[src/rtl/rsa_timing_monitor.sv]
// rsa_timing_monitor
//   Passive observer placed next to the RSA top. Each run opens on the
//   KeyGenStart pulse and closes on the decrypt finish pulse, or on counter
//   saturation if finish never arrives. One record per run (latency, whether
//   the decrypted message equals the captured plaintext, and a timeout flag)
//   goes into a small FIFO. A valid/ready reader drains the FIFO for timing
//   side-channel analysis.
//
// Ports
//   clk, rst_n        clock, asynchronous active-low reset
//   KeyGenStart       run start pulse (same net that drives the RSA top)
//   m                 original message, captured with KeyGenStart
//   m_decrypted       decrypt result, valid while finish=1
//   finish            decrypt-done pulse
//   busy              a run is in progress
//   rec_valid         FIFO head is valid
//   rec_ready         reader accepts the head this cycle
//   rec_cycles        head latency in clock cycles
//   rec_match         head: decrypted message matched the original
//   rec_timeout       head: counter saturated before finish
//   overflow          sticky, a record was dropped because the FIFO was full
//   mismatch_cnt      saturating count of mismatched (non-timeout) runs
module rsa_timing_monitor #(
  parameter int WIDTH     = 8,
  parameter int CNT_WIDTH = 16,
  parameter int DEPTH     = 4
) (
  input  logic                   clk,
  input  logic                   rst_n,
  input  logic                   KeyGenStart,
  input  logic [2*WIDTH-1:0]     m,
  input  logic [2*WIDTH-1:0]     m_decrypted,
  input  logic                   finish,
  output logic                   busy,
  output logic                   rec_valid,
  input  logic                   rec_ready,
  output logic [CNT_WIDTH-1:0]   rec_cycles,
  output logic                   rec_match,
  output logic                   rec_timeout,
  output logic                   overflow,
  output logic [7:0]             mismatch_cnt
);

  localparam int AW = (DEPTH > 1) ? $clog2(DEPTH) : 1;
  localparam int MW = 2 * WIDTH;
  // Record layout: {timeout, match, cycles}
  localparam int RW = CNT_WIDTH + 2;
  localparam logic [CNT_WIDTH-1:0] CNT_MAX = '1;
  localparam logic [AW:0] FULL_LEVEL = (AW + 1)'(DEPTH);

  typedef enum logic {IDLE, RUN} state_t;

  state_t                 state, state_nxt;
  logic [CNT_WIDTH-1:0]   cnt;
  logic [MW-1:0]          m_ref;
  logic                   push;
  logic [RW-1:0]          push_rec;

  logic [RW-1:0]          mem [DEPTH];
  logic [AW-1:0]          wr_ptr, rd_ptr;
  logic [AW:0]            count;
  logic                   full, pop, do_push;
  logic [RW-1:0]          head;

  // Run control: a finish seen in IDLE (even alongside KeyGenStart) never
  // produces a record, and KeyGenStart seen in RUN is ignored.
  always_comb begin
    state_nxt = state;
    push      = 1'b0;
    push_rec  = '0;
    case (state)
      IDLE: begin
        if (KeyGenStart) state_nxt = RUN;
      end
      RUN: begin
        if (finish) begin
          push      = 1'b1;
          push_rec  = {1'b0, (m_decrypted == m_ref), cnt};
          state_nxt = IDLE;
        end else if (cnt == CNT_MAX) begin
          push      = 1'b1;
          push_rec  = {1'b1, 1'b0, CNT_MAX};
          state_nxt = IDLE;
        end
      end
    endcase
  end

  // cnt is 1 right after the start edge, so a finish sampled on the next
  // edge reports a latency of 1. cnt stops at all-ones instead of wrapping.
  always_ff @(posedge clk or negedge rst_n) begin
    if (!rst_n) begin
      state <= IDLE;
      cnt   <= '0;
      m_ref <= '0;
    end else begin
      state <= state_nxt;
      if (state == IDLE && KeyGenStart) begin
        m_ref <= m;
        cnt   <= CNT_WIDTH'(1);
      end else if (state == RUN && !finish && cnt != CNT_MAX) begin
        cnt <= cnt + 1'b1;
      end
    end
  end

  assign busy      = (state == RUN);
  assign full      = (count == FULL_LEVEL);
  assign rec_valid = (count != '0);
  assign pop       = rec_valid & rec_ready;
  // A pop on the same edge frees the slot, so a push into a full FIFO
  // goes through instead of being dropped.
  assign do_push   = push & (~full | pop);

  // FIFO bookkeeping, sticky overflow and the mismatch counter. The
  // mismatch counter counts a record even when the FIFO drops it.
  always_ff @(posedge clk or negedge rst_n) begin
    if (!rst_n) begin
      wr_ptr       <= '0;
      rd_ptr       <= '0;
      count        <= '0;
      overflow     <= 1'b0;
      mismatch_cnt <= '0;
    end else begin
      if (do_push) wr_ptr <= wr_ptr + 1'b1;
      if (pop)     rd_ptr <= rd_ptr + 1'b1;
      case ({do_push, pop})
        2'b10:   count <= count + 1'b1;
        2'b01:   count <= count - 1'b1;
        default: count <= count;
      endcase
      if (push && !do_push) overflow <= 1'b1;
      if (push && !push_rec[RW-1] && !push_rec[RW-2] && mismatch_cnt != 8'hFF)
        mismatch_cnt <= mismatch_cnt + 8'd1;
    end
  end

  // Storage needs no reset: the head is only exposed while rec_valid=1.
  always_ff @(posedge clk) begin
    if (do_push) mem[wr_ptr] <= push_rec;
  end

  assign head        = mem[rd_ptr];
  assign rec_cycles  = rec_valid ? head[CNT_WIDTH-1:0] : '0;
  assign rec_match   = rec_valid & head[RW-2];
  assign rec_timeout = rec_valid & head[RW-1];

endmodule

[config.mk]
export PLATFORM = sky130hd
export DESIGN_NAME = rsa_timing_monitor
export DESIGN_NICKNAME = d
export VERILOG_FILES = /design/src/rtl/rsa_timing_monitor.sv
export SDC_FILE = /design/constraint.sdc
export NUM_CORES = 1
export LEC_CHECK = 0
export ABC_AREA = 1
export BUFFER_PORTS_ARGS = -buffer_cell sky130_fd_sc_hd__buf_4
export CORE_MARGIN = 1.5
export CORE_UTILIZATION = 32
export CTS_CLUSTER_SIZE = 14
export DETAILED_ROUTE_END_ITERATION = 8
export SETUP_SLACK_MARGIN = 0.3
export SKIP_CTS_REPAIR_TIMING = 1
export SYNTH_ARGS = -nofsm -noshare
export SYNTH_HDL_FRONTEND = slang
export SYNTH_SLANG_ARGS = --single-unit
export TNS_END_PERCENT = 1
[constraint.sdc]
create_clock -name clk -period 3.05 [get_ports clk]
set_input_delay 0.61 -clock clk [delete_from_list [all_inputs] [get_ports clk]]
set_output_delay 0.61 -clock clk [all_outputs]
set_load 0.1 [all_outputs]
Yosys cells after proc, flatten, opt, wreduce, memory -nomap -nowiden
Memories as Yosys holds them, arrays and structs flattened.
Cells that the tools add are included.
Storage, ports and cells
  flip-flop bits (word level): 49
  bits in writable memories: 72
  input bits: 37
  output and inout bits: 29
  word-level logic and storage cells: 59
  memories: 1
Cells by class
  add/subtract/negate cells: 6
  eq/ne operators: 7
  mux-type cells: 16
  bitwise operators: 7
  reductions and logical operators: 14
Memory list
  mem: depth 4, bits a word 18, read ports 1, clocked after Yosys merged registers in 0, wr ports 1, RTL line 59  | logic [RW-1:0] mem [DEPTH];
Operator list (count)
  $mux W18: 3
  $mux W16: 3
  $add A16 B1 Y16 const B: 1
  $eq A16 B16 Y1: 1
  $eq A16 B16 Y1 const B: 1
  $ne A16 B16 Y1 const B: 1
  $add A8 B1 Y8 const B: 1
  $mux W1: 8
  $ne A8 B8 Y1 const B: 1
  $logic_and A1 B1 Y1: 7
  $pmux W3 S2: 1
  $add A2 B1 Y2 const B: 2
  $and A1 B1 Y1: 4
  $logic_not A1 Y1: 4
  $reduce_bool A2 Y1: 2
  $add A3 B1 Y3 const B: 1
  $eq A3 B3 Y1 const B: 1
  $reduce_bool A3 Y1: 1
  $sub A3 B1 Y3 const B: 1
  $eq A2 B1 Y1 const B: 1
  $eq A2 B2 Y1 const B: 1
  $not A1 Y1: 2
  $pmux W1 S2: 1
  $or A1 B1 Y1: 1

Longest topological paths before layout
Gate-level depths: netlist of the first run.
  word-level depth: 8
  mapped depth: 15
  gate-level depth less buffers: 15

Worst setup path after synthesis of the first run
Ideal clock, no wire load.
  kind: reg-to-output
  from: register count[0]
  to: output port rec_cycles[10]
  arrival: 3.297 ns
  required time: 2.440 ns
  slack: -0.857 ns
  cell stages (with the launch flop): 6
  cell sequence: dfrtp_1 > nor2_1 > nand2_1 > clkinv_1 > clkbuf_1 > a21oi_1
On the way
  longest elaborated chain between the ends: 2
Ends and longest elaborated chain
  start, declared: RTL line 61  | logic [AW:0] count;
  start signal, assigned: RTL line 128  | 2'b10: count <= count + 1'b1;
  start signal, assigned: RTL line 129  | 2'b01: count <= count - 1'b1;
  start signal, assigned: RTL line 130  | default: count <= count;
  $reduce_bool A3 Y1: RTL line 109  | assign rec_valid = (count != '0);
  net rec_valid: RTL line 35  | output logic rec_valid,
  $mux W16: RTL line 144  | assign rec_cycles = rec_valid ? head[CNT_WIDTH-1:0] : '0;
  end, declared: RTL line 37  | output logic [CNT_WIDTH-1:0] rec_cycles,
The timed path passes the listed nets, and every way through them passes these cells.

Worst setup path in the final report of the first run
  from: register rd_ptr[0]
  to: output port rec_cycles[13]
On the way
  longest elaborated chain between the ends: 2
Ends and longest elaborated chain
  start, declared: RTL line 60  | logic [AW-1:0] wr_ptr, rd_ptr;
  start signal, assigned: RTL line 126  | if (pop) rd_ptr <= rd_ptr + 1'b1;
  $mem_v2 Z4 W18
  $mux W16: RTL line 144
Every way passes these cells.

==> impl_metrics.xml, run 1 <==
<?xml version="1.0" encoding="UTF-8"?>
<metrics>
  <group name="synth">
    <metric name="synth.most_common_cell" unit="">sky130_fd_sc_hd__nor2_1</metric>
    <metric name="syn-num-nets" unit="">660</metric>
    <metric name="synth_cell_type_count" unit="">32</metric>
    <metric name="syn-instance-count" unit="">616</metric>
    <metric name="post-synth-top-area-fraction" unit="">0.376</metric>
    <metric name="asr_flop_ratio_synth" unit="">0.405</metric>
    <metric name="synth.largest_area_cell" unit="">sky130_fd_sc_hd__edfxtp_1</metric>
    <metric name="post_synth_main_area_contributors" unit="">sky130_fd_sc_hd__edfxtp_1 38%, sky130_fd_sc_hd__dfrtp_1 21%, sky130_fd_sc_hd__nor2_1 7.4%</metric>
    <metric name="most_frequent_cells_after_synthesis" unit="">114 x sky130_fd_sc_hd__nor2_1, 111 x sky130_fd_sc_hd__nand2_1, 72 x sky130_fd_sc_hd__edfxtp_1</metric>
    <metric name="ys.flop_type" unit="">sky130_fd_sc_hd__edfxtp_1</metric>
    <metric name="post_syn_area_per_cell" unit="um2">9.34</metric>
    <metric name="count_of_flip_flops_with_a_built_in_enable_after_synthesis" unit="">72</metric>
    <metric name="synthesized_flop_and_latch_total" unit="">121</metric>
    <metric name="ys_warn_count" unit="">0</metric>
    <metric name="syn-cell-area" unit="um2">5750</metric>
    <metric name="seq_area_frac_synth" unit="">0.589</metric>
  </group>
  <group name="clock_network">
    <metric name="clkLatencyLatePin" unit="ns">0.41</metric>
    <metric name="clkSlewWorstSetupHoldPaths" unit="ns">0.05</metric>
    <metric name="cts_inserted_buffers" unit="">17</metric>
    <metric name="tritoncts" unit="">yes</metric>
    <metric name="tritoncts_num_sinks" unit="">121</metric>
    <metric name="cts-root-buf" unit="">sky130_fd_sc_hd__clkbuf_16</metric>
    <metric name="cts-root-to-sink-buffers" unit="">2</metric>
    <metric name="cts-htree-levels" unit="">4</metric>
  </group>
  <group name="die">
    <metric name="floorplan.core_area" unit="um2">17400</metric>
    <metric name="floorplan.die_area" unit="um2">18800</metric>
    <metric name="fp-row-count" unit="">48</metric>
    <metric name="width_of_the_chip" unit="um">137</metric>
    <metric name="die_height" unit="um">137</metric>
    <metric name="start_util" unit="">0.330</metric>
    <metric name="io_pins" unit="">66</metric>
  </group>
  <group name="routing">
    <metric name="wl_per_cell" unit="um">13.9</metric>
    <metric name="drt.antenna.violating_nets" unit="">0</metric>
    <metric name="avgViaCountPerCell" unit="">4.65</metric>
    <metric name="detail_route.wirelength" unit="mm">12.9</metric>
    <metric name="routed-via-count" unit="">4328</metric>
    <metric name="drt-initial-drc-count" unit="">238</metric>
    <metric name="remaining_drc_errors" unit="">0</metric>
    <metric name="drtPass1Iterations" unit="">4</metric>
  </group>
  <group name="sta">
    <metric name="final_hold_viol_count" unit="">0</metric>
    <metric name="tightest_slew" unit="ns">0.652</metric>
    <metric name="slew_headroom" unit="">0.565</metric>
    <metric name="clock-skew-final" unit="ns">0.0103</metric>
    <metric name="max_clock_freq" unit="MHz">381</metric>
    <metric name="rsz_0062_raised_after_global_routing" unit="">yes</metric>
    <metric name="finalMaxSlewViolations" unit="">0</metric>
    <metric name="finalCritPeriodShare" unit="">0.860</metric>
    <metric name="setup_violations" unit="">0</metric>
    <metric name="min_period" unit="ns">2.62</metric>
  </group>
  <group name="power_and_ir_drop">
    <metric name="power_per_standard_cell_area" unit="nW/um2">1080</metric>
    <metric name="maximum_resistive_drop_on_vdd" unit="uV">1090</metric>
    <metric name="switching_power" unit="mW">3.71</metric>
    <metric name="fraction_of_power_consumed_by_combinational_cells" unit="">0.476</metric>
    <metric name="cellInternalPower" unit="mW">4.14</metric>
    <metric name="power.leakage" unit="nW">3.02</metric>
    <metric name="design_power_total" unit="mW">7.85</metric>
    <metric name="power.share.sequential" unit="">0.273</metric>
    <metric name="power.share.clock" unit="">0.251</metric>
    <metric name="fraction_of_power_spent_switching_nets" unit="">0.473</metric>
  </group>
  <group name="global_route">
    <metric name="antenna_violations_before_repair" unit="">0</metric>
    <metric name="grtUsageTotal" unit="">0.148</metric>
    <metric name="grt_overflow" unit="">0</metric>
    <metric name="grt_max_degree" unit="">50</metric>
    <metric name="grt_pass1_wl" unit="mm">21.2</metric>
    <metric name="grt_pass1_vias" unit="">4125</metric>
  </group>
  <group name="worst_setup_path">
    <metric name="slowest_delay" unit="ns">0.49</metric>
    <metric name="cp_data_arrival_time" unit="ns">2.01</metric>
    <metric name="worstRegToRegCells" unit="">15</metric>
    <metric name="worst_ep_required_time" unit="ns">2.44</metric>
    <metric name="path_class" unit="">reg -&gt; out</metric>
    <metric name="rr_startpoint" unit="">cnt[0]</metric>
    <metric name="reg_to_reg_setup_timing_slack" unit="ns">0.55</metric>
    <metric name="timing.critical_path.buf_inv" unit="">2</metric>
    <metric name="crit_path_max_fanout" unit="">19</metric>
    <metric name="worst_path_max_delay_cell" unit="">sky130_fd_sc_hd__dfrtp_1</metric>
    <metric name="critical_path.top_delay_family" unit="">buffers and inverters</metric>
    <metric name="worstSetupStartpointType" unit="">flip-flop</metric>
    <metric name="r2r-end" unit="">count[2]</metric>
    <metric name="critical_path.cell_chain" unit="">clkinvlp_4, o21ai_0, a21oi_4, buf_4</metric>
    <metric name="end_kind" unit="">primary output</metric>
  </group>
  <group name="cells_and_area">
    <metric name="post-route-cell-area" unit="um2">7280</metric>
    <metric name="num_antenna_cells" unit="">0</metric>
    <metric name="area.growth.synth_to_final" unit="%">26.6</metric>
    <metric name="final_layout_size_suffix_gt1_frac" unit="">0.204</metric>
    <metric name="finalNetCount" unit="">737</metric>
    <metric name="stdcell_count" unit="">930</metric>
  </group>
  <group name="placed_design">
    <metric name="routabilityCongestion" unit="">0.832</metric>
    <metric name="dp_hpwl" unit="mm">8.76</metric>
    <metric name="place.port_buffers" unit="">65</metric>
    <metric name="placement.cell_area" unit="um2">6680</metric>
    <metric name="dpl.cell_count" unit="">898</metric>
  </group>
  <group name="flow_run">
    <metric name="cap_viol_max_count" unit="">0</metric>
  </group>
  <group name="hold_path">
    <metric name="path_category_of_the_worst_min_delay_check" unit="">in -&gt; async</metric>
  </group>
  <group name="outcome">
    <metric name="outcome" unit="">completed</metric>
  </group>
</metrics>
[placed cells by master, fill, tap and decap left out, drive strengths merged]
cell / n
a21oi: 32
nor2: 118
o31ai: 6
nand3b: 2
xor2: 16
inv: 53
nand3: 18
or2: 5
o21ai: 60
xnor2: 4
clkinvlp: 5
nor3: 12
ha: 6
nor3b: 1
edfxtp: 72
clkinv: 9
clkbuf: 18
dfrtp: 49
nand4: 21
bufinv: 3
o2111ai: 1
o21bai: 1
nor4: 1
buf: 75
fa: 1
nand2: 116
[power groups by stage]
stage,logic [mW],clock network [mW],registers [mW]
finish,3.74,1.97,2.14
detailed placement,3.75,0,2.16
global placement,3.73,0,2.15
CTS,3.76,2.01,2.13
floorplan,2.78,0,2.36
global route,3.99,2.08,2.17
[sequential cells by signal, summed over array words and instances, names as in the netlist]
signal and count:
overflow 1, m_ref 16, count 3, mem 72, mismatch_cnt 8, busy 1, wr_ptr 2, cnt 16
rd_ptr 2
[area by class of cell]
class                   instances  area, um2
flip-flops and latches        121       3390
inverters                      56        219
well taps                     225        282
repair inverters                1       7.51
clock buffers                  18        429
fillers                      1708      10100
multi-input cells             421       2230
clock inverters                13        154
repair buffers                 75        571
[routing by layer]
metal	global-route usage	up-vias	part of all wire
met4	0.0497	0	0.0066
met5	0	-	0
met2	0.226	112	0.45
met3	0.0407	6	0.049
met1	0.201	1991	0.50
li1	-	2219	-
[cells by family (layout without fill, tap and decap cells)]
kind of cell / count (synthesis) / in the layout / share of synthesized area
buffers and inverters: 74 / 163 / 0.0489
xor gates and xnor gates: 20 / 20 / 0.0304
adders and majority gates: 7 / 7 / 0.0165
DFF: 121 / 121 / 0.589
AOI/OAI and AO/OA: 100 / 100 / 0.0926
and+or+nand+nor: 294 / 294 / 0.222
[through the flow]
step / TNS (ns) / hold slack (ns) / util / setup WS, ns
CTS: -0.0529 / 0.239 / 0.417 / -0.0373
floorplan: 0 / 0.314 / - / 0.378
finish: 0 / 0.236 / 0.418 / 0.426
detailed placement: 0 / 0.490 / 0.383 / 0.417
global placement: 0 / 0.485 / 0.383 / 0.479
global route: 0 / 0.265 / 0.418 / 0.287
[how the worst max path moves through the flow]
stage / cells past startpoint / to / startpoint / slack [ns]
final: 4 / rec_cycles[13] / rd_ptr[0] / 0.43
after global routing: 4 / rec_cycles[10] / rd_ptr[0] / 0.29
after CTS: 4 / rec_cycles[14] / rd_ptr[0] / -0.04
after detailed placement: 4 / rec_cycles[14] / rd_ptr[0] / 0.42
after global placement: 4 / rec_cycles[14] / rd_ptr[0] / 0.48
after floorplan: 7 / mem[0][0] / cnt[0] / 0.38
[worst register-to-register path: stages, from the launching register on]
cell                      delay [ns]
sky130_fd_sc_hd__dfrtp_1        0.42
sky130_fd_sc_hd__ha_1           0.25
sky130_fd_sc_hd__nand2_1        0.10
sky130_fd_sc_hd__nor2_2         0.16
sky130_fd_sc_hd__nand2_2        0.12
sky130_fd_sc_hd__o21ai_4        0.30
sky130_fd_sc_hd__nand2_4        0.21
sky130_fd_sc_hd__nand2_4        0.13
sky130_fd_sc_hd__inv_1          0.05
sky130_fd_sc_hd__fa_1           0.37
sky130_fd_sc_hd__inv_1          0.06
sky130_fd_sc_hd__nand2_1        0.06
sky130_fd_sc_hd__nand2_1        0.06
sky130_fd_sc_hd__nand2_1        0.04
sky130_fd_sc_hd__nand2_1        0.05
sky130_fd_sc_hd__inv_1          0.03
No activity file was read; power rests on OpenSTA's default activity.
==> run 2, diff against run 1 <==
==> constraint.sdc (replaced) <==
create_clock -name clk -period 3.15 [get_ports clk]
set_input_delay 0.63 -clock clk [delete_from_list [all_inputs] [get_ports clk]]
set_output_delay 0.63 -clock clk [all_outputs]
set_load 0.1 [all_outputs]
==> run 2 against run 1 <==
  * Register-to-register slack better by 0.07 ns
  * Combinational power is 3% lower
  * Utilization is 0.079 points lower
  * Clock-buffer cell count increased by 5
  * Sequential share of layout area increased by 0.088 points
  * Largest power group unchanged
==> impl_metrics.xml, run 2 (same netlist as run 1, synthesis figures left out) <==
<?xml version="1.0" encoding="UTF-8"?>
<metrics>
  <group name="outcome">
    <metric name="outcome" unit="">completed</metric>
  </group>
  <group name="cells_and_area">
    <metric name="layout.cells.most_common" unit="">sky130_fd_sc_hd__nor2_1</metric>
    <metric name="largest-register" unit="">mem</metric>
    <metric name="num_antenna_cells" unit="">0</metric>
    <metric name="utilization" unit="">0.417</metric>
    <metric name="area.growth.synth_to_final" unit="%">26.4</metric>
    <metric name="filler_cells_inserted" unit="">1718</metric>
    <metric name="largest_register_ff_count" unit="">72</metric>
    <metric name="mostFrequentLayoutCells" unit="">114 x sky130_fd_sc_hd__nor2_1, 110 x sky130_fd_sc_hd__nand2_1, 76 x sky130_fd_sc_hd__buf_4</metric>
    <metric name="final_layout_size_suffix_gt1_frac" unit="">0.204</metric>
    <metric name="finalNetCount" unit="">737</metric>
    <metric name="layout_top_registers" unit="">mem x72, cnt x16, m_ref x16</metric>
    <metric name="post-route-cell-area" unit="um2">7270</metric>
  </group>
  <group name="global_route">
    <metric name="grtUsageTotal" unit="">0.151</metric>
    <metric name="grt_pass1_wl" unit="mm">21.5</metric>
    <metric name="grt_max_degree" unit="">50</metric>
    <metric name="grt_pass1_vias" unit="">4259</metric>
    <metric name="grt_overflow" unit="">0</metric>
    <metric name="antenna_violations_before_repair" unit="">0</metric>
  </group>
  <group name="placed_design">
    <metric name="placement.cell_area" unit="um2">6680</metric>
    <metric name="detailedPlace.worstSlack" unit="ns">0.627</metric>
    <metric name="place.port_buffers" unit="">65</metric>
    <metric name="dp_hpwl" unit="mm">9.03</metric>
    <metric name="routabilityCongestion" unit="">0.832</metric>
  </group>
  <group name="sta">
    <metric name="fin_ws" unit="ns">0.386</metric>
    <metric name="rsz_0062_raised_after_global_routing" unit="">yes</metric>
    <metric name="setup_violations" unit="">0</metric>
    <metric name="min_period" unit="ns">2.76</metric>
    <metric name="clock-skew-final" unit="ns">0.00967</metric>
    <metric name="finalMaxSlewViolations" unit="">0</metric>
    <metric name="max_clock_freq" unit="MHz">362</metric>
    <metric name="finalCritPeriodShare" unit="">0.878</metric>
    <metric name="final_total_negative_setup_slack" unit="ns">0</metric>
    <metric name="tightest_slew" unit="ns">0.644</metric>
    <metric name="final_hold_viol_count" unit="">0</metric>
    <metric name="slew_headroom" unit="">0.571</metric>
  </group>
  <group name="die">
    <metric name="io_pins" unit="">66</metric>
    <metric name="width_of_the_chip" unit="um">137</metric>
    <metric name="start_util" unit="">0.330</metric>
    <metric name="die_height" unit="um">137</metric>
    <metric name="fp-row-count" unit="">48</metric>
    <metric name="floorplan.core_area" unit="um2">17400</metric>
    <metric name="floorplan.die_area" unit="um2">18800</metric>
  </group>
  <group name="clock_network">
    <metric name="tritoncts" unit="">yes</metric>
    <metric name="cts_inserted_buffers" unit="">17</metric>
    <metric name="clkLatencyLatePin" unit="ns">0.41</metric>
    <metric name="cts-root-to-sink-buffers" unit="">2</metric>
    <metric name="clkSlewWorstSetupHoldPaths" unit="ns">0.06</metric>
    <metric name="cts-htree-levels" unit="">4</metric>
    <metric name="tritoncts_num_sinks" unit="">121</metric>
    <metric name="cts-root-buf" unit="">sky130_fd_sc_hd__clkbuf_16</metric>
  </group>
  <group name="routing">
    <metric name="remaining_drc_errors" unit="">0</metric>
    <metric name="drt-initial-drc-count" unit="">173</metric>
    <metric name="routed-via-count" unit="">4361</metric>
    <metric name="drt.antenna.violating_nets" unit="">0</metric>
    <metric name="drtPass1Iterations" unit="">4</metric>
    <metric name="detail_route.wirelength" unit="mm">13.0</metric>
    <metric name="wl_per_cell" unit="um">14.0</metric>
    <metric name="avgViaCountPerCell" unit="">4.68</metric>
  </group>
  <group name="worst_setup_path">
    <metric name="end_kind" unit="">primary output</metric>
    <metric name="cp_data_arrival_time" unit="ns">2.13</metric>
    <metric name="path_class" unit="">reg -&gt; out</metric>
    <metric name="worstSetupStartpointType" unit="">flip-flop</metric>
    <metric name="crit_path_max_fanout" unit="">32</metric>
    <metric name="worst_ep_required_time" unit="ns">2.52</metric>
  </group>
  <group name="power_and_ir_drop">
    <metric name="power_per_standard_cell_area" unit="nW/um2">1040</metric>
    <metric name="power.leakage" unit="nW">3.02</metric>
    <metric name="maximum_resistive_drop_on_vdd" unit="uV">883</metric>
  </group>
  <group name="hold_path">
    <metric name="path_category_of_the_worst_min_delay_check" unit="">in -&gt; async</metric>
  </group>
  <group name="flow_run">
    <metric name="cap_viol_max_count" unit="">0</metric>
  </group>
</metrics>
[run 2: cell count changes in the layout (fill, tap and decap cells not counted)]
cell                         delta
sky130_fd_sc_hd__clkbuf_8       +3
sky130_fd_sc_hd__clkinvlp_4     -3
sky130_fd_sc_hd__o21ai_0        -3
sky130_fd_sc_hd__o21ai_1        +3
sky130_fd_sc_hd__buf_4          +2
sky130_fd_sc_hd__bufinv_16      -2
sky130_fd_sc_hd__buf_8          -1
sky130_fd_sc_hd__clkbuf_1       +1
sky130_fd_sc_hd__clkbuf_16      +1
sky130_fd_sc_hd__clkinv_2       -1
sky130_fd_sc_hd__clkinv_4       +1
sky130_fd_sc_hd__nand2_2        +1
sky130_fd_sc_hd__nand2_4        -1
[run 2: worst paths after layout]
path / end / from / slack [ns] / cells past startpoint
max: rec_cycles[7] / rd_ptr[0] / 0.39 / 6
max in group asynchronous: m_ref[0] / rst_n / 2.47 / 1
min reg2reg: m_ref[2] / m_ref[2] / 0.50 / 2
min: mismatch_cnt[1] / rst_n / 0.25 / 1
min in group clk: m_ref[2] / m[2] / 0.41 / 3
max reg2reg: count[2] / cnt[0] / 0.62 / 15
[run 2: critical path, stage by stage (launching register included)]
cell,delay (ns)
sky130_fd_sc_hd__dfrtp_1,0.35
sky130_fd_sc_hd__buf_4,0.19
sky130_fd_sc_hd__clkinv_1,0.12
sky130_fd_sc_hd__buf_4,0.32
sky130_fd_sc_hd__o21ai_0,0.23
sky130_fd_sc_hd__a21oi_4,0.17
sky130_fd_sc_hd__buf_4,0.31
[run 2: layout make-up]
| cell class | instances | area (um2) | area share |
|---|---|---|---|
| inverter | 56 | 211 | 0.0291 |
| timing repair buffer | 76 | 571 | 0.0785 |
| sequential | 121 | 3390 | 0.466 |
| tap | 225 | 282 | 0.0387 |
| clock inverter | 9 | 90.1 | 0.0124 |
| clock buffer | 23 | 499 | 0.0687 |
| multi-input combinational | 421 | 2230 | 0.307 |
[run 2: per-stage QoR]
| step | total power, mW | cells | hold slack, ns |
|---|---|---|---|
| floorplan | 4.98 | 616 | 0.334 |
| global placement | 5.71 | 899 | 0.484 |
| detailed placement | 5.74 | 899 | 0.488 |
| CTS | 7.65 | 931 | 0.271 |
| global route | 7.95 | 931 | 0.295 |
| finish | 7.57 | 931 | 0.251 |
[run 2: metal layers]
metal	vias to the layer above	share of wire	wire (um)	track usage
met1	2028	0.48	6290	0.196
met2	99	0.46	5960	0.243
li1	2226	-	-	-
met5	-	0	0	0
met4	0	0.0090	117	0.0421
met3	8	0.049	636	0.0456
[run 2: power by group]
group          total, mW  internal [mW]  switching, mW
Combinational       3.63          0.851           2.77
Sequential          2.06           1.92          0.135
Clock               1.88           1.20          0.686
Total               7.57           3.97           3.60
==> run 3, diff against run 2 <==
==> constraint.sdc (replaced) <==
create_clock -name clk -period 3.15 [get_ports clk]
set_input_delay 0.1575 -clock clk [delete_from_list [all_inputs] [get_ports clk]]
set_output_delay 0.1575 -clock clk [all_outputs]
set_load 0.1 [all_outputs]
==> run 3 against run 2 <==
  * Flip-flop and latch count did not move
  * Utilization hardly changed
  * Total power is 2.7% lower
  * Global-route usage barely moved
  * Die area unchanged
  * Critical path depth decreased by 1
  * Design area about the same
  * Sequential power is essentially flat
  * Largest cell class unchanged
  * Largest power group unchanged
==> impl_metrics.xml, run 3 (same netlist as run 1, synthesis figures left out) <==
<?xml version="1.0" encoding="UTF-8"?>
<metrics>
  <group name="outcome">
    <metric name="outcome" unit="">completed</metric>
  </group>
  <group name="die">
    <metric name="floorplan.core_area" unit="um2">17400</metric>
    <metric name="start_util" unit="">0.330</metric>
    <metric name="die_height" unit="um">137</metric>
    <metric name="floorplan.die_area" unit="um2">18800</metric>
    <metric name="fp-row-count" unit="">48</metric>
    <metric name="io_pins" unit="">66</metric>
    <metric name="width_of_the_chip" unit="um">137</metric>
  </group>
  <group name="sta">
    <metric name="clock-skew-final" unit="ns">0.00915</metric>
    <metric name="slew_headroom" unit="">0.434</metric>
    <metric name="finalMaxSlewViolations" unit="">0</metric>
    <metric name="final_total_negative_setup_slack" unit="ns">0</metric>
    <metric name="fin_ws" unit="ns">0.688</metric>
    <metric name="finalCritPeriodShare" unit="">0.782</metric>
    <metric name="min_period" unit="ns">2.46</metric>
    <metric name="max_clock_freq" unit="MHz">406</metric>
    <metric name="setup_violations" unit="">0</metric>
    <metric name="final_hold_viol_count" unit="">0</metric>
    <metric name="tightest_slew" unit="ns">0.844</metric>
    <metric name="rsz_0062_raised_after_global_routing" unit="">no</metric>
  </group>
  <group name="cells_and_area">
    <metric name="largest_register_ff_count" unit="">72</metric>
    <metric name="area.growth.synth_to_final" unit="%">26.4</metric>
    <metric name="mostFrequentLayoutCells" unit="">114 x sky130_fd_sc_hd__nor2_1, 111 x sky130_fd_sc_hd__nand2_1, 73 x sky130_fd_sc_hd__buf_4</metric>
    <metric name="filler_cells_inserted" unit="">1710</metric>
    <metric name="layout.cells.most_common" unit="">sky130_fd_sc_hd__nor2_1</metric>
    <metric name="num_antenna_cells" unit="">0</metric>
    <metric name="multiInputGateArea" unit="um2">2080</metric>
    <metric name="layout_top_registers" unit="">mem x72, cnt x16, m_ref x16</metric>
    <metric name="area.sequential" unit="um2">3390</metric>
    <metric name="finalNetCount" unit="">751</metric>
    <metric name="largest-register" unit="">mem</metric>
    <metric name="final_layout_size_suffix_gt1_frac" unit="">0.167</metric>
    <metric name="post-route-cell-area" unit="um2">7270</metric>
  </group>
  <group name="clock_network">
    <metric name="clkSlewWorstSetupHoldPaths" unit="ns">0.06</metric>
    <metric name="cts_inserted_buffers" unit="">17</metric>
    <metric name="clkLatencyLatePin" unit="ns">0.42</metric>
    <metric name="cts-root-buf" unit="">sky130_fd_sc_hd__clkbuf_16</metric>
    <metric name="cts-root-to-sink-buffers" unit="">2</metric>
    <metric name="tritoncts" unit="">yes</metric>
    <metric name="cts-htree-levels" unit="">4</metric>
    <metric name="tritoncts_num_sinks" unit="">121</metric>
  </group>
  <group name="global_route">
    <metric name="grt_max_degree" unit="">50</metric>
    <metric name="grt_overflow" unit="">0</metric>
    <metric name="antenna_violations_before_repair" unit="">0</metric>
    <metric name="grt_pass1_wl" unit="mm">21.3</metric>
    <metric name="met3_usage" unit="">0.0485</metric>
    <metric name="grt.busiest_layer" unit="">met2</metric>
    <metric name="global_route_track_usage_on_met2" unit="">0.240</metric>
    <metric name="grt_pass1_vias" unit="">4222</metric>
    <metric name="global_route.usage.met1" unit="">0.189</metric>
    <metric name="grtUsageTotal" unit="">0.150</metric>
  </group>
  <group name="worst_setup_path">
    <metric name="slowest_delay" unit="ns">0.50</metric>
    <metric name="timing.critical_path.buf_inv" unit="">2</metric>
    <metric name="critical_path.cell_chain" unit="">nor2_1, nand2_1, clkinv_1, a21oi_1, buf_4</metric>
    <metric name="end_kind" unit="">primary output</metric>
    <metric name="reg_to_reg_setup_timing_slack" unit="ns">0.70</metric>
    <metric name="cp_data_arrival_time" unit="ns">2.30</metric>
    <metric name="worst_ep_required_time" unit="ns">2.99</metric>
    <metric name="critical_path.top_delay_family" unit="">buffers and inverters</metric>
    <metric name="worst_path_max_delay_cell" unit="">sky130_fd_sc_hd__clkinv_1</metric>
    <metric name="rr_startpoint" unit="">cnt[0]</metric>
    <metric name="worstSetupStartpointType" unit="">flip-flop</metric>
    <metric name="crit_path_max_fanout" unit="">18</metric>
    <metric name="path_class" unit="">reg -&gt; out</metric>
    <metric name="r2r-end" unit="">count[2]</metric>
    <metric name="worstRegToRegCells" unit="">15</metric>
  </group>
  <group name="power_and_ir_drop">
    <metric name="power_per_standard_cell_area" unit="nW/um2">1010</metric>
    <metric name="power.leakage" unit="nW">3.05</metric>
    <metric name="maximum_resistive_drop_on_vdd" unit="uV">1010</metric>
  </group>
  <group name="routing">
    <metric name="drt-initial-drc-count" unit="">223</metric>
    <metric name="remaining_drc_errors" unit="">0</metric>
    <metric name="drtPass1Iterations" unit="">4</metric>
    <metric name="detail_route.wirelength" unit="mm">13.1</metric>
    <metric name="drt.antenna.violating_nets" unit="">0</metric>
    <metric name="wl_per_cell" unit="um">13.9</metric>
    <metric name="avgViaCountPerCell" unit="">4.67</metric>
    <metric name="routed-via-count" unit="">4411</metric>
  </group>
  <group name="hold_path">
    <metric name="path_category_of_the_worst_min_delay_check" unit="">in -&gt; reg</metric>
    <metric name="hold_depth" unit="">4</metric>
    <metric name="hp-start" unit="">rec_ready</metric>
    <metric name="whs_endpoint" unit="">rd_ptr[0]</metric>
  </group>
  <group name="placed_design">
    <metric name="place.port_buffers" unit="">65</metric>
    <metric name="detailedPlace.worstSlack" unit="ns">0.706</metric>
    <metric name="placement.cell_area" unit="um2">6510</metric>
    <metric name="dp_hpwl" unit="mm">8.74</metric>
    <metric name="routabilityCongestion" unit="">0.878</metric>
  </group>
  <group name="flow_run">
    <metric name="cap_viol_max_count" unit="">0</metric>
  </group>
</metrics>
run 3: how the worst max path moves through the flow:
stage | startpoint | endpoint | depth (start not counted)
after floorplan | count[0] | rec_cycles[10] | 5
after global placement | cnt[0] | count[2] | 15
after detailed placement | cnt[0] | count[2] | 15
after CTS | rd_ptr[1] | rec_cycles[4] | 6
after global routing | rd_ptr[0] | rec_match | 4
final | count[0] | rec_cycles[4] | 5
run 3: tightest hold or removal path: stages:
cell,delay [ns]
sky130_fd_sc_hd__buf_4,0.08
sky130_fd_sc_hd__nand2_1,0.11
sky130_fd_sc_hd__nor2_1,0.18
sky130_fd_sc_hd__nor2_1,0.07
run 3: per-stage QoR:
stage / total power, mW / cells / hold slack, ns / util
final: 7.36 / 945 / 0.207 / 0.418
after global routing: 7.73 / 945 / 0.246 / 0.418
after CTS: 7.42 / 928 / -0.212 / 0.408
after detailed placement: 5.48 / 896 / 0.241 / 0.374
after global placement: 5.45 / 896 / 0.236 / 0.374
after floorplan: 4.73 / 616 / -0.138 / -
run 3: area by class of cell:
| class | instances | area share |
|---|---|---|
| tap | 225 | 0.0387 |
| inverter | 56 | 0.0294 |
| clock inverter | 13 | 0.0212 |
| timing repair buffer | 90 | 0.0988 |
| clock buffer | 19 | 0.0595 |
| sequential | 121 | 0.466 |
| multi-input combinational | 421 | 0.286 |
run 3: where the power goes:
group          switching, mW  total [mW]  leakage, nW  internal (mW)
sequential             0.132        2.06         1.30           1.92
clock                  0.689        1.92        0.282           1.23
combinational           2.65        3.38         1.47          0.736
run 3: metal layers:
metal	vias to the layer above	part of all wire
li1	2241	-
met1	2024	0.47
met2	126	0.47
met3	20	0.056
met4	0	0.012
met5	-	0
